`config.mk`:
```
export PLATFORM = sky130hd
export DESIGN_NAME = led_scan_decoder
export DESIGN_NICKNAME = d
export VERILOG_FILES = /design/src/rtl/led_scan_decoder.sv
export SDC_FILE = /design/constraint.sdc
export NUM_CORES = 1
export LEC_CHECK = 0
export BUFFER_PORTS_ARGS = -buffer_cell sky130_fd_sc_hd__buf_2
export CAP_MARGIN = 10
export CORE_AREA = 5 5 50 57
export CTS_CLUSTER_SIZE = 14
export DETAILED_ROUTE_END_ITERATION = 12
export DIE_AREA = 0 0 55 62
export MAX_ROUTING_LAYER = met4
export PLACE_DENSITY = 0.75
export SKIP_LAST_GASP = 1
export SYNTH_ARGS = -nofsm -noshare
export SYNTH_HDL_FRONTEND = slang
export SYNTH_SLANG_ARGS = --single-unit
export TNS_END_PERCENT = 100
```
`constraint.sdc`:
```
create_clock -name clk -period 1.9 [get_ports clk]
set_input_delay 0.38 -clock clk [delete_from_list [all_inputs] [get_ports clk]]
set_output_delay 0.38 -clock clk [all_outputs]
set_load 0.02 [all_outputs]
```
`src/rtl/led_scan_decoder.sv`:
```
// 3-to-8 style LED driver: one-hot decode, thermometer, auto-scan and blink modes, active-low outputs.
// led is registered (one-cycle latency); no backpressure, enable only gates the outputs and freezes scan/blink state.
module led_scan_decoder #(
  parameter int SEL_W    = 3,
  parameter int PRESCALE = 4
) (
  input  logic                    clk,
  input  logic                    rst,
  input  logic [2:0]              enable,
  input  logic [1:0]              mode,
  input  logic [SEL_W-1:0]        switch,
  output logic [(2**SEL_W)-1:0]   led
);

  localparam int LED_W = 2**SEL_W;
  localparam int CNT_W = $clog2(PRESCALE);
  localparam logic [CNT_W-1:0] CNT_MAX = CNT_W'(PRESCALE - 1);

  localparam logic [1:0] MODE_DECODE = 2'd0;
  localparam logic [1:0] MODE_THERMO = 2'd1;
  localparam logic [1:0] MODE_SCAN   = 2'd2;
  localparam logic [1:0] MODE_BLINK  = 2'd3;

  // 74138-style gate: G1 high, both G2 strobes low
  localparam logic [2:0] ENABLE_ON = 3'b100;

  logic [SEL_W-1:0] ptr, ptr_nxt;
  logic [CNT_W-1:0] cnt, cnt_nxt;
  logic             phase, phase_nxt;
  logic [1:0]       prev_mode;
  logic [LED_W-1:0] led_nxt;

  logic             gate_on;
  logic             entry;
  logic             tick;
  logic [SEL_W-1:0] ptr_inc;
  logic [CNT_W-1:0] cnt_inc;
  logic [LED_W-1:0] sel_onehot;
  logic [LED_W-1:0] ptr_onehot;
  logic [LED_W-1:0] ptr_inc_onehot;
  logic [LED_W-1:0] therm;

  assign gate_on        = (enable == ENABLE_ON);
  assign entry          = (mode != prev_mode);
  assign tick           = (cnt == CNT_MAX);
  // LED_W is a power of two, so the natural SEL_W overflow gives the LED_W-1 -> 0 wrap
  assign ptr_inc        = ptr + SEL_W'(1);
  assign cnt_inc        = cnt + CNT_W'(1);
  assign sel_onehot     = LED_W'(1) << switch;
  assign ptr_onehot     = LED_W'(1) << ptr;
  assign ptr_inc_onehot = LED_W'(1) << ptr_inc;

  always_comb begin
    therm = '1;
    for (int i = 0; i < LED_W; i++) begin
      therm[i] = (i > int'(switch));
    end
  end

  always_comb begin
    led_nxt   = '1;
    ptr_nxt   = ptr;
    cnt_nxt   = cnt;
    phase_nxt = phase;
    if (gate_on) begin
      case (mode)
        MODE_DECODE: begin
          led_nxt = ~sel_onehot;
          cnt_nxt = '0;
        end
        MODE_THERMO: begin
          led_nxt = therm;
          cnt_nxt = '0;
        end
        MODE_SCAN: begin
          if (entry) begin
            ptr_nxt = switch;
            cnt_nxt = '0;
            led_nxt = ~sel_onehot;
          end else if (tick) begin
            ptr_nxt = ptr_inc;
            cnt_nxt = '0;
            led_nxt = ~ptr_inc_onehot;
          end else begin
            cnt_nxt = cnt_inc;
            led_nxt = ~ptr_onehot;
          end
        end
        default: begin
          if (entry) begin
            phase_nxt = 1'b1;
            cnt_nxt   = '0;
          end else if (tick) begin
            phase_nxt = ~phase;
            cnt_nxt   = '0;
          end else begin
            cnt_nxt   = cnt_inc;
          end
          // switch is live in blink mode, only the phase is stateful
          led_nxt = phase_nxt ? ~sel_onehot : '1;
        end
      endcase
    end
  end

  always_ff @(posedge clk or negedge rst) begin
    if (!rst) begin
      led       <= '1;
      ptr       <= '0;
      cnt       <= '0;
      phase     <= 1'b1;
      prev_mode <= MODE_DECODE;
    end else begin
      led       <= led_nxt;
      ptr       <= ptr_nxt;
      cnt       <= cnt_nxt;
      phase     <= phase_nxt;
      prev_mode <= mode;
    end
  end

endmodule

```
Word level (Yosys, flattened, before mapping)
Index checks and enable logic that the tools add are counted.

storage, ports and cells
  register bits = 16
  word-level logic and storage cells = 47
  input port bits = 10

operators by class
  $add $sub $neg = 2
  equal/unequal tests = 5
  reductions and logical operators = 6
  mux-type cells = 14
  magnitude comparators = 7
  shifts and indexed selects = 3
  bitwise gates (word level) = 5

operators with widths
  operator                                                       number
  2-to-1 mux 8 bit                                               4
  NOT 8 bit                                                      3
  one-hot mux 8 bit (3 select lines)                             1
  left shift 1 x 3 -> 8 bit (first input constant)               3
  greater-than comparator 3 bit (first input constant)           4
  greater-than comparator 2 x 3 -> 1 bit (first input constant)  2
  2-to-1 mux 2 bit                                               3
  2-to-1 mux 3 bit                                               2
  == test 2 bit (second input constant)                          2
  2-to-1 mux 1 bit                                               4
  adder 3 x 1 -> 3 bit (second input constant)                   1
  == test 3 bit (second input constant)                          1
  greater-than comparator 1 x 3 -> 1 bit (first input constant)  1
  AND reduction 3 bit                                            1
  OR reduction 3 bit                                             1
  adder 2 x 1 -> 2 bit (second input constant)                   1
  == test 2 x 1 -> 1 bit (second input constant)                 1
  logical NOT 2 bit                                              1
  inequality test 2 bit                                          1
  NOT 1 bit                                                      2
  AND reduction 2 bit                                            1
  nonzero test 2 bit                                             1
  OR reduction 2 bit                                             1

Longest topological paths before layout
  depth after elaboration = 8
  depth in mapped cells = 7
  gate-level depth less buffers = 6

Worst setup path after synthesis
No wires, ideal clock.

  path kind = flip-flop to flip-flop
  from = reg cnt[0]
  to = reg ptr[0]
  path buffers = 2
  data arrival time = 1.377 ns
  required time = 1.773 ns
  setup slack = 0.396 ns
  stages on the path, launching flop included = 6
  period minus slack after synthesis = 1.504 ns
  cells stage by stage = dfrtp_1 > ha_1 > buf_2 > clkbuf_1 > o31a_2 > a2bb2oi_1

between the ends
  longest elaborated chain between the ends = 3

RTL lines
  what                                  line  text
  start: declaration                    28    logic [CNT_W-1:0] cnt, cnt_nxt;
  start signal: assignment              116   cnt <= cnt_nxt;
  == test 2 bit                         45    assign tick = (cnt == CNT_MAX);
  nonzero test 2 bit (no source line)   --
  AND reduction 3 bit (no source line)  --
  end signal: assignment                115   ptr <= ptr_nxt;
  end: declaration                      27    logic [SEL_W-1:0] ptr, ptr_nxt;

Every way passes these cells.
A chain may end at the register's enable or synchronous reset.

Worst setup path in the final report
  from = reg ptr[0]
  to = reg led[5]

between the ends
  longest elaborated chain between the ends = 7

RTL lines
  what                                  line  text
  adder 3 x 1 -> 3 bit                  47    assign ptr_inc = ptr + SEL_W'(1);
  left shift 1 x 3 -> 8 bit             51    assign ptr_inc_onehot = LED_W'(1) << ptr_inc;
  NOT 8 bit                             83    led_nxt = ~ptr_inc_onehot;
  2-to-1 mux 8 bit *                    80    end else if (tick) begin
  2-to-1 mux 8 bit *                    76    if (entry) begin
  one-hot mux 8 bit (3 select lines) *  66    case (mode)
  2-to-1 mux 8 bit *                    65    if (gate_on) begin
  named net led_nxt[5]                  31    logic [LED_W-1:0] led_nxt;
  end signal: assignment                114   led <= led_nxt;
  end: declaration                      12    output logic [(2**SEL_W)-1:0] led

The timed path passes the listed nets; every way through them passes the cells marked *.

==> results <==
- The worst setup timing slack at the placement stage is 216 ps.
- The hold path endpoint is prev_mode[1].
- The destination of the worst register-to-register timing path is led[5].
- The number of H-tree branching levels is 1.
- Summed over all instances, the cell type with the most area after synthesis is dfstp_2.
- The kind of end point of the critical path is a flop.
- The fraction of final layout cells with drive strength greater than 1 is 26.6%.
- The via count of the first global-routing pass is 924.
- Timing would allow up to 588 MHz.
- The full die area is 0.00341 mm^2.
- 18 I/O pins were placed.
- The average footprint of a synthesized cell is 9.15 um^2.
- For this run, design rule violations remaining after detail routing come to 0.
- The combined area of all synthesized cells is 0.00115 mm^2.
- The total routing resource utilization after global routing is 17.7%.
- The post-route total power is 0.919 mW.
- The max-slew violation count came to 0.
- The post-route core utilization is 59.5%.
- The congestion estimate from routability-driven global placement came to 0.923.
- The die extent in y is 62 um.
- On the final layout, the worst hold slack is 330 ps.
- In this run the tool buffered the top-level ports with 17 buffer cells.
- The count of routing violations after the opening detailed-route iteration is 55.
- The initial utilization of the core area, before any placement, comes to 52.7%.
- Global routing finished with a remaining overflow of 0.
- The area share of the largest cell type after synthesis is 20.5%.
- For this design, the sink count on the clock tree is 16.
- The start point of the worst hold path is mode[1].
- At the pin with the least slew margin, the transition time is 483 ps.
- Max-cap violations in this run came to 0.
- After detailed placement, the total cell area comes to 0.00126 mm^2.
- For the worst setup path, the data arrival time is 1900 ps.
- The clock latency at the later pin of the worst-skew pair is 300 ps.
- Power spread over the standard cell area amounts to 707 mW/mm^2.
- STA puts the critical path data required time at 2100 ps.
- The total area inside the core boundary comes to 0.00218 mm^2.
- Along the worst hold path, the cell count comes to 1.
- The number of failing setup endpoints in the final timing report is 0.
- CTS placed an instance of clkbuf_4 at the clock tree root.
- Across all setup checks in the final design, the least slack found is 200 ps.
- The final standard cell area without fillers is 0.00130 mm^2.
- The finished layout holds 173 standard cells, fillers aside.
- The number of warnings issued by yosys is 0.
- The clock tree from TritonCTS is yes.
- The number of distinct library cells after synthesis is 40.
- Summed over all cells, the static leakage comes to 0.538 nW.
- The worst setup path is launched from a flop.
- The final HPWL from detailed placement is 1.96 mm.
- In this run, synthesis inferred 0 flip-flops with an integrated enable.
- The number of hold violations in the final report came to 0.
- The clock slew seen by the registers of the worst setup and hold paths is 100 ps.
- Entering global routing, the biggest net connects 17 pins.
- The net count after synthesis is 145.
- The share of flip-flops with an asynchronous set or reset after synthesis is 100%.
- The antenna diode instance count is 0.
- VDD sags by at most 434 uV.
- In this run the register-to-register setup slack is 200 ps.
- Setup repair after global routing left no endpoint under its margin.
- After the last flow step, the layout net total stands at 163.
- The launch instance of the worst register-to-register path is ptr[0].
- Wires add up to 2.63 mm.
- After detailed routing, the average wire length per cell comes to 15.2 um.
- Measured in cells, the most critical reg-to-reg path has a length of 5.
- In this run the deepest clock path goes through 2 buffers.
- The flip-flop cell with the highest count after synthesis is dfstp_2.
- Row generation in the floorplan step produced 18 rows.
- By area the synthesized netlist is led by dfstp_2 21%, dfrtp_1 15%, ha_1 9.8%.
- The worst clock skew on the final layout is 9.65 ps.
- Clock tree synthesis inserted a total of 3 buffers.
- The flow ran to the end, and the final reports show no timing, DRC or antenna violations.
- The total vias in the final route is 1033.
- Counting flops and latches in the post-synthesis netlist gives 16.
- The commonest cells after synthesis are 18 x nand2_1, 9 x dfstp_2, 9 x ha_1.
- The maximum fanout count along the critical path is 6.
- From synthesis to final layout, the design area changed by 12.8%.
- The path class of the tightest hold or removal check is input port to flop.
- The first global-routing pass estimated 4.12 mm of wire.
- The post-synthesis sequential area ratio is 35.7%.
- The most common cell in the netlist is nand2_1.
- After clock tree synthesis, the repair step resized 0 gates.
- The number of hold buffers added after CTS was 1.
- The number of detailed-routing iterations run before antenna repair is 4.
- In this run, placement finished with an instance count of 168.
- The headroom to the max-slew limit is 67.7%.
- The initial antenna violation count came to 0.
- The die is 55 um wide.
- The final critical-path share of the clock period is 89.5%.
- The worst path in the final design needs a cycle of 1700 ps, including I/O delays and setup.
- The post-synthesis cell count is 126.
- The count of nets left with antenna violations once routing finished came out at 0.
- The path type of the worst setup path is flop to flop.
- The final sum of negative setup slack is 0 ps.
- Post-CTS timing repair inserted 0 buffers for setup.
- The via-per-instance ratio is 5.97.
## cells in the final DEF, fill, tap and decap left out, types with 4 or more instances in the layout
cell type / count
buf_2: 17
dfrtp_1: 7
dfstp_2: 9
ha_1: 9
inv_1: 6
nand2_1: 18
nor2_1: 8
nor2b_1: 4
o21ai_0: 6
o2bb2ai_1: 5
## worst max-delay path, cell delays in order (launching register included)
cell     delay [ps]
dfrtp_1         450
ha_1            260
ha_1            350
o22ai_1         100
and2_1          150
o31ai_1         300
## layout make-up
type | instances | area, um^2
well taps | 30 | 37.5
clock buffers | 4 | 26.3
repair buffers | 21 | 118
flip-flops and latches | 16 | 412
multi-input cells | 96 | 684
inverters | 6 | 22.5
fillers | 197 | 885
## metal layers
metal / global-route usage, % / wire, um / vias to the layer above
met5: - / 0 / -
met4: 8.68 / 71 / 0
met3: 3.10 / 177 / 7
met2: 29.6 / 1270 / 46
met1: 20.1 / 1110 / 489
li1: - / - / 491
## where the power goes
part / internal (mW) / switching, mW
combinational: 0.124 / 0.182
clock: 0.0817 / 0.113
sequential: 0.378 / 0.0398
## state kept, by name, summed over array words and instances, names as in the netlist
| register | flops |
|---|---|
| led | 8 |
| ptr | 3 |
| phase | 1 |
| prev_mode | 2 |
| cnt | 2 |
## cells by family (layout without fill, tap and decap cells)
kind of cell / after synthesis / after routing / share of synthesized area [%]
AOI/OAI and AO/OA: 36 / 36 / 24.2
buffers and inverters: 14 / 31 / 4.89
and+or+nand+nor: 47 / 47 / 21.6
DFF: 16 / 16 / 35.7
xor gates and xnor gates: 3 / 3 / 2.93
muxes: 1 / 1 / 0.869
adders and majority gates: 9 / 9 / 9.77
## worst max path at each step
stage / from / to / slack, ps
after floorplan: cnt[0] / ptr[0] / 400
after global placement: ptr[0] / led[5] / 230
after detailed placement: ptr[0] / led[5] / 220
after CTS: ptr[0] / led[5] / 210
after global routing: ptr[0] / led[5] / 140
final: ptr[0] / led[5] / 200
No activity file was read; power rests on OpenSTA's default activity.
